File: src/rtl/apb_arb_pkg.sv
// Shared definitions for the APB arbiter: FSM state encoding, peripheral
// port codes and the data word returned on an ACCESS timeout.
package apb_arb_pkg;

  typedef enum logic [1:0] {
    IDLE   = 2'd0,
    SETUP  = 2'd1,
    ACCESS = 2'd2,
    DONE   = 2'd3
  } arb_state_e;

  localparam logic [2:0] PORT_GPIO  = 3'b010;
  localparam logic [2:0] PORT_UART  = 3'b011;
  localparam logic [2:0] PORT_SPI   = 3'b100;
  localparam logic [2:0] PORT_I2C   = 3'b101;
  localparam logic [2:0] PORT_TIMER = 3'b110;
  localparam logic [2:0] PORT_PWM   = 3'b111;

  localparam logic [31:0] TIMEOUT_DATA = 32'hDEAD_BEEF;

endpackage

File: src/rtl/rr_pick.sv
// Round-robin winner selection, purely combinational.
// Ports:
//   req        - per-requester request vector
//   last_owner - index of the most recent owner; search starts one above it
//   winner     - one-hot winning requester (0 when no request)
//   valid      - at least one request is pending
module rr_pick #(
  parameter int NUM_REQ = 3
) (
  input  logic [NUM_REQ-1:0]         req,
  input  logic [$clog2(NUM_REQ)-1:0] last_owner,
  output logic [NUM_REQ-1:0]         winner,
  output logic                       valid
);

  localparam int IDX_W = $clog2(NUM_REQ);

  always_comb begin
    logic [IDX_W-1:0] pos;
    winner = '0;
    valid  = 1'b0;
    pos    = '0;
    // Walk the requesters in rotated order; the first hit wins.
    for (int k = 1; k <= NUM_REQ; k++) begin
      pos = IDX_W'((int'(last_owner) + k) % NUM_REQ);
      if (!valid && req[pos]) begin
        winner[pos] = 1'b1;
        valid       = 1'b1;
      end
    end
  end

endmodule

File: src/rtl/apb_arbiter.sv
// Round-robin arbiter granting one of NUM_REQ requesters access to a single
// APB slave, with a four-state transfer FSM.
// Optional feature: define APB_ARB_TIMEOUT_EN to bound the ACCESS phase to
// TIMEOUT_CYC cycles; a timed-out transfer completes with err=1 and
// rdata=TIMEOUT_DATA.
// Ports:
//   clk, rst                         - clock, synchronous active-high reset
//   req, wr, sel_port, addr, wdata   - packed per-requester transfer requests
//   gnt, done, rdata, err            - per-requester grant/completion, read data
//   m_en, m_wr, m_sel_port, m_addr,
//   m_wdata, m_ready, m_rdata        - slave-side transfer interface
//
// state  | meaning
// IDLE   | no transfer; pick a winner and latch its request fields
// SETUP  | first enabled cycle towards the slave
// ACCESS | enabled, waiting for m_ready (or timeout)
// DONE   | done pulse to owner, rdata valid; rotate priority
module apb_arbiter
  import apb_arb_pkg::*;
#(
  parameter int NUM_REQ     = 3,
  parameter int TIMEOUT_CYC = 255
) (
  input  logic                  clk,
  input  logic                  rst,
  input  logic [NUM_REQ-1:0]    req,
  input  logic [NUM_REQ-1:0]    wr,
  input  logic [3*NUM_REQ-1:0]  sel_port,
  input  logic [12*NUM_REQ-1:0] addr,
  input  logic [32*NUM_REQ-1:0] wdata,
  output logic [NUM_REQ-1:0]    gnt,
  output logic [NUM_REQ-1:0]    done,
  output logic [31:0]           rdata,
  output logic                  err,
  output logic                  m_en,
  output logic                  m_wr,
  output logic [2:0]            m_sel_port,
  output logic [11:0]           m_addr,
  output logic [31:0]           m_wdata,
  input  logic                  m_ready,
  input  logic [31:0]           m_rdata
);

  localparam int IDX_W = $clog2(NUM_REQ);

  if (NUM_REQ < 2 || NUM_REQ > 4) begin : g_bad_num_req
    $error("apb_arbiter: NUM_REQ must be 2..4");
  end
  if (TIMEOUT_CYC < 1 || TIMEOUT_CYC > 255) begin : g_bad_timeout
    $error("apb_arbiter: TIMEOUT_CYC must be 1..255");
  end

  arb_state_e         state, state_nxt;
  logic [NUM_REQ-1:0] winner;
  logic               win_valid;
  logic [IDX_W-1:0]   last_owner, owner_idx;
  logic               timeout_hit;

  logic               pick_wr;
  logic [2:0]         pick_sel;
  logic [11:0]        pick_addr;
  logic [31:0]        pick_wdata;

  rr_pick #(.NUM_REQ(NUM_REQ)) u_rr_pick (
    .req        (req),
    .last_owner (last_owner),
    .winner     (winner),
    .valid      (win_valid)
  );

  // Request fields of the current round-robin winner.
  always_comb begin
    pick_wr    = 1'b0;
    pick_sel   = '0;
    pick_addr  = '0;
    pick_wdata = '0;
    for (int i = 0; i < NUM_REQ; i++) begin
      if (winner[i]) begin
        pick_wr    = wr[i];
        pick_sel   = sel_port[3*i +: 3];
        pick_addr  = addr[12*i +: 12];
        pick_wdata = wdata[32*i +: 32];
      end
    end
  end

  always_comb begin
    owner_idx = '0;
    for (int i = 0; i < NUM_REQ; i++) begin
      if (gnt[i]) owner_idx = IDX_W'(i);
    end
  end

`ifdef APB_ARB_TIMEOUT_EN
  logic [7:0] tmo_cnt;
  logic       err_q;

  // tmo_cnt holds the number of ACCESS cycles already completed, so the
  // limit is reached in the TIMEOUT_CYC-th ACCESS cycle.
  assign timeout_hit = (state == ACCESS) && !m_ready &&
                       (tmo_cnt == 8'(TIMEOUT_CYC - 1));

  always_ff @(posedge clk) begin
    if (rst) begin
      tmo_cnt <= '0;
      err_q   <= 1'b0;
    end else begin
      err_q <= timeout_hit;
      if (state == ACCESS) tmo_cnt <= tmo_cnt + 8'd1;
      else                 tmo_cnt <= '0;
    end
  end

  assign err = err_q;
`else
  assign timeout_hit = 1'b0;
  assign err         = 1'b0;
`endif

  always_comb begin
    state_nxt = state;
    case (state)
      IDLE:    if (win_valid) state_nxt = SETUP;
      SETUP:   state_nxt = ACCESS;
      ACCESS:  if (m_ready || timeout_hit) state_nxt = DONE;
      DONE:    state_nxt = IDLE;
      default: state_nxt = IDLE;
    endcase
  end

  always_ff @(posedge clk) begin
    if (rst) state <= IDLE;
    else     state <= state_nxt;
  end

  always_ff @(posedge clk) begin
    if (rst) begin
      gnt        <= '0;
      last_owner <= IDX_W'(NUM_REQ - 1);
      rdata      <= '0;
      m_wr       <= 1'b0;
      m_sel_port <= '0;
      m_addr     <= '0;
      m_wdata    <= '0;
    end else begin
      case (state)
        IDLE: begin
          // Fields are captured once here so later changes on the owner's
          // inputs cannot disturb the bus during the transfer.
          if (win_valid) begin
            gnt        <= winner;
            m_wr       <= pick_wr;
            m_sel_port <= pick_sel;
            m_addr     <= pick_addr;
            m_wdata    <= pick_wdata;
          end
        end
        ACCESS: begin
          if (m_ready)          rdata <= m_rdata;
          else if (timeout_hit) rdata <= TIMEOUT_DATA;
        end
        DONE: begin
          last_owner <= owner_idx;
          gnt        <= '0;
        end
        default: ;
      endcase
    end
  end

  assign m_en = (state == SETUP) || (state == ACCESS);
  assign done = gnt & {NUM_REQ{state == DONE}};

endmodule

File: config.mk
export PLATFORM = sky130hd
export DESIGN_NAME = apb_arbiter
export DESIGN_NICKNAME = d
export VERILOG_FILES = /design/src/rtl/apb_arb_pkg.sv /design/src/rtl/rr_pick.sv /design/src/rtl/apb_arbiter.sv
export SDC_FILE = /design/constraint.sdc
export NUM_CORES = 1
export LEC_CHECK = 0
export ABC_AREA = 1
export CAP_MARGIN = 20
export CORE_UTILIZATION = 42
export CTS_BUF_LIST = sky130_fd_sc_hd__clkbuf_2 sky130_fd_sc_hd__clkbuf_4 sky130_fd_sc_hd__clkbuf_8
export DETAILED_ROUTE_END_ITERATION = 10
export GPL_TIMING_DRIVEN = 0
export PLACE_DENSITY = 0.88
export REMOVE_ABC_BUFFERS = 1
export SLEW_MARGIN = 20
export SYNTH_ARGS = -nofsm -noshare
export SYNTH_HDL_FRONTEND = slang
export SYNTH_SLANG_ARGS = --single-unit
File: constraint.sdc
create_clock -name clk -period 4.8 [get_ports clk]
set_input_delay 0.96 -clock clk [delete_from_list [all_inputs] [get_ports clk]]
set_output_delay 0.96 -clock clk [all_outputs]
set_load 0.005 [all_outputs]
==> flow_summary.ini <==
[die]
die_area_um2 = 11490
die_h_um = 107.2
pin_count = 270
core_region_area_um2 = 10790
rows = 38
start_util = 0.4304
die_width_um = 107.2

[synthesis]
synth_area_um2 = 4646
async_flop_share = 0
synth_flop_cell = dfxtp_1
synth_top_cell_by_area = dfxtp_1
syn_inst = 716
syn_avg_cell_area_um2 = 6.488
synth-seq-cells = 87
synth-edff-count = 0
post-synth-top-count-cell = nand2_1
yosys_warnings = 0
synthTopCellsByCount = nand2_1, a21oi_1, dfxtp_1
synth_top_area_share = 0.3749
synthTopCellsByArea = dfxtp_1, a21oi_1, nand2_1, o21ai_0, nor2_1
seq_area_frac_synth = 0.3749
ys_types = 25

[hold_path]
holdPathEnd = rdata[5]
hp-class = reg2reg
hp-start = rdata[5]
min_path_cells = 2

[clocking]
cts_resized = 0
htree_num_levels = 3
cts_tree = built
cts_buffers = 9
cts-root-to-sink-buffers = 2
cts_setup_buffers = 0
cts_root_buf = clkbuf_8
postCtsHoldBufs = 0
cts_sinks = 87
worstSkewPairLatency_ns = 0.36
path_clk_slew_ns = 0.09

[global_routing]
grt_pass1_wl_um = 24580
grt_overflow_total = 0
grt_pass1_vias = 5097
track_usage = 0.2735
antenna_found_initial = 0
grt_max_degree = 85

[power_and_ir_drop]
p_leak_nw = 3.311
finalPower_mw = 4.037
clkPwrFrac = 0.156
peakVddDrop_uv = 260.6
sw_frac_of_total = 0.3972
power.switching_mw = 1.603
p_int_mw = 2.433
seqPwrFrac = 0.282
comb_power_share = 0.563
p_per_area_nw_per_um2 = 531.2

[worst_setup_path]
critical_path_arrival_ns = 3.79
required_ns = 5.05
r2r_slack_ns = 1.54
r2r_start = last_owner[0]
path_class = in2reg
crit_path_start_kind = input port
rr_endpoint = m_addr[2]
r2r.worst_path.cells = 13
endpoint_kind = register
crit_fanout = 48

[timing]
clock.fmax_mhz = 282.0
setup_tns_ns = 0
period_needed_ns = 3.546
fin_crit_sh = 0.7388
relSlewSlack = 0.3175
hold_viol = 0
worst_slew_pin_slew_ns = 1.020
finalMaxSlewViolations = 0
fin_worst_skew_ns = 0.009350
finalSetupViolations = 0
rsz0062_at_grt = false

[status]
outcome = finished, final reports clean

[layout]
diodes = 0
drive_above_1_share = 0.03564
area_delta_synth_final_pct = 63.56
nets = 1139
nFillCells = 913
final_util = 0.7040

[route]
via_per_inst = 5.012
vias = 5483
drt_iter0_drc = 310
wl_um = 16090
drtPass1Iterations = 5
avgRoutedWirePerCell_um = 14.71
drc = 0
ant_nets = 0

[place]
numPortBuffers = 268
dp_hpwl_um = 11200
finalWeightedCongestion = 0.8279

[job]
maxCapViolCount = 0
state kept, by name, summed over array words and instances, names as in the netlist:
name        flops
m_wr            1
state           2
gnt             3
m_sel_port      3
rdata          32
last_owner      2
m_wdata        32
m_addr         12
worst max-delay path by stage:
| stage | startpoint | to | slack, ns | depth (start not counted) |
|---|---|---|---|---|
| 3_5_place_dp | req[1] | m_addr[2] | 0.65 | 11 |
| 4_1_cts | req[1] | m_addr[2] | 1.01 | 11 |
| 3_3_place_gp | req[1] | gnt[2] | 0.60 | 9 |
| 5_1_grt | req[0] | m_addr[2] | 1.05 | 13 |
| 2_1_floorplan | req[1] | gnt[2] | 1.98 | 8 |
| 6_report | req[1] | m_addr[2] | 1.25 | 12 |
area by class of cell:
class | instances | area, um2 | share of cell area
clock inverter | 7 | 120.1 | 0.01581
timing repair buffer | 274 | 2806 | 0.3693
sequential | 87 | 1742 | 0.2292
tap | 140 | 175.2 | 0.02305
inverter | 68 | 257.7 | 0.03392
multi-input combinational | 509 | 2374 | 0.3124
clock buffer | 9 | 123.9 | 0.01630
critical path, cell delays in order:
cell,delay (ns)
clkdlybuf4s50_1,0.44
inv_1,0.09
nand2_1,0.05
nand3_1,0.18
nand2_1,0.18
nand3_2,0.12
nand2_2,0.38
buf_16,0.34
inv_2,0.66
nand2_1,0.17
nand2_1,0.11
a21oi_1,0.06
layer usage:
layer	part of all wire	vias up	track usage
met5	0	-	0
met4	0.031	0	0.1223
met3	0.090	31	0.07660
met2	0.47	246	0.4737
met1	0.41	2428	0.3116
li1	-	2778	-
through the flow:
step	area, um2	cells	worst slack (ns)	hold WS [ns]
floorplan	4357	664	1.977	0.4799
global placement	7214	1072	0.6044	0.4603
detailed placement	7327	1077	0.6465	0.4716
CTS	7571	1093	1.014	0.4921
global route	7599	1094	1.048	0.5069
finish	7599	1094	1.254	0.4885
power by group through the flow:
stage / Combinational [mW] / Sequential (mW) / Clock, mW
3_5_place_dp: 2.24 / 1.14 / 0
2_1_floorplan: 1.07 / 1.16 / 0
6_report: 2.27 / 1.14 / 0.628
4_1_cts: 2.25 / 1.13 / 0.637
3_3_place_gp: 2.14 / 1.13 / 0
5_1_grt: 2.51 / 1.16 / 0.666
cell usage in the layout, fill, tap and decap left out, types with 2 or more instances in the layout:
master           netlist  final
o21ai_0               74     74
nand3_1               15     15
inv_1                 66     65
nand3_2                2      2
clkdlybuf4s50_1        0    268
nand2_1              172    172
nand2_2                4      3
a21oi_1              150    150
buf_16                 0      3
inv_2                  2      2
clkbuf_8               0      9
dfxtp_1               87     87
bufinv_16              0      3
ha_1                   8      8
o21ai_1                8      8
nor2_1                68     68
buf_8                  0      2
cell families after synthesis:
group / Yosys count / share of synthesized area
compound gates: 236 / 0.2604
fa+ha+maj: 8 / 0.02155
buf+inv: 120 / 0.1172
flops: 87 / 0.3749
other cells: 1 / 0.0008072
simple gates: 264 / 0.2252
(Power assumes the default switching activity.)
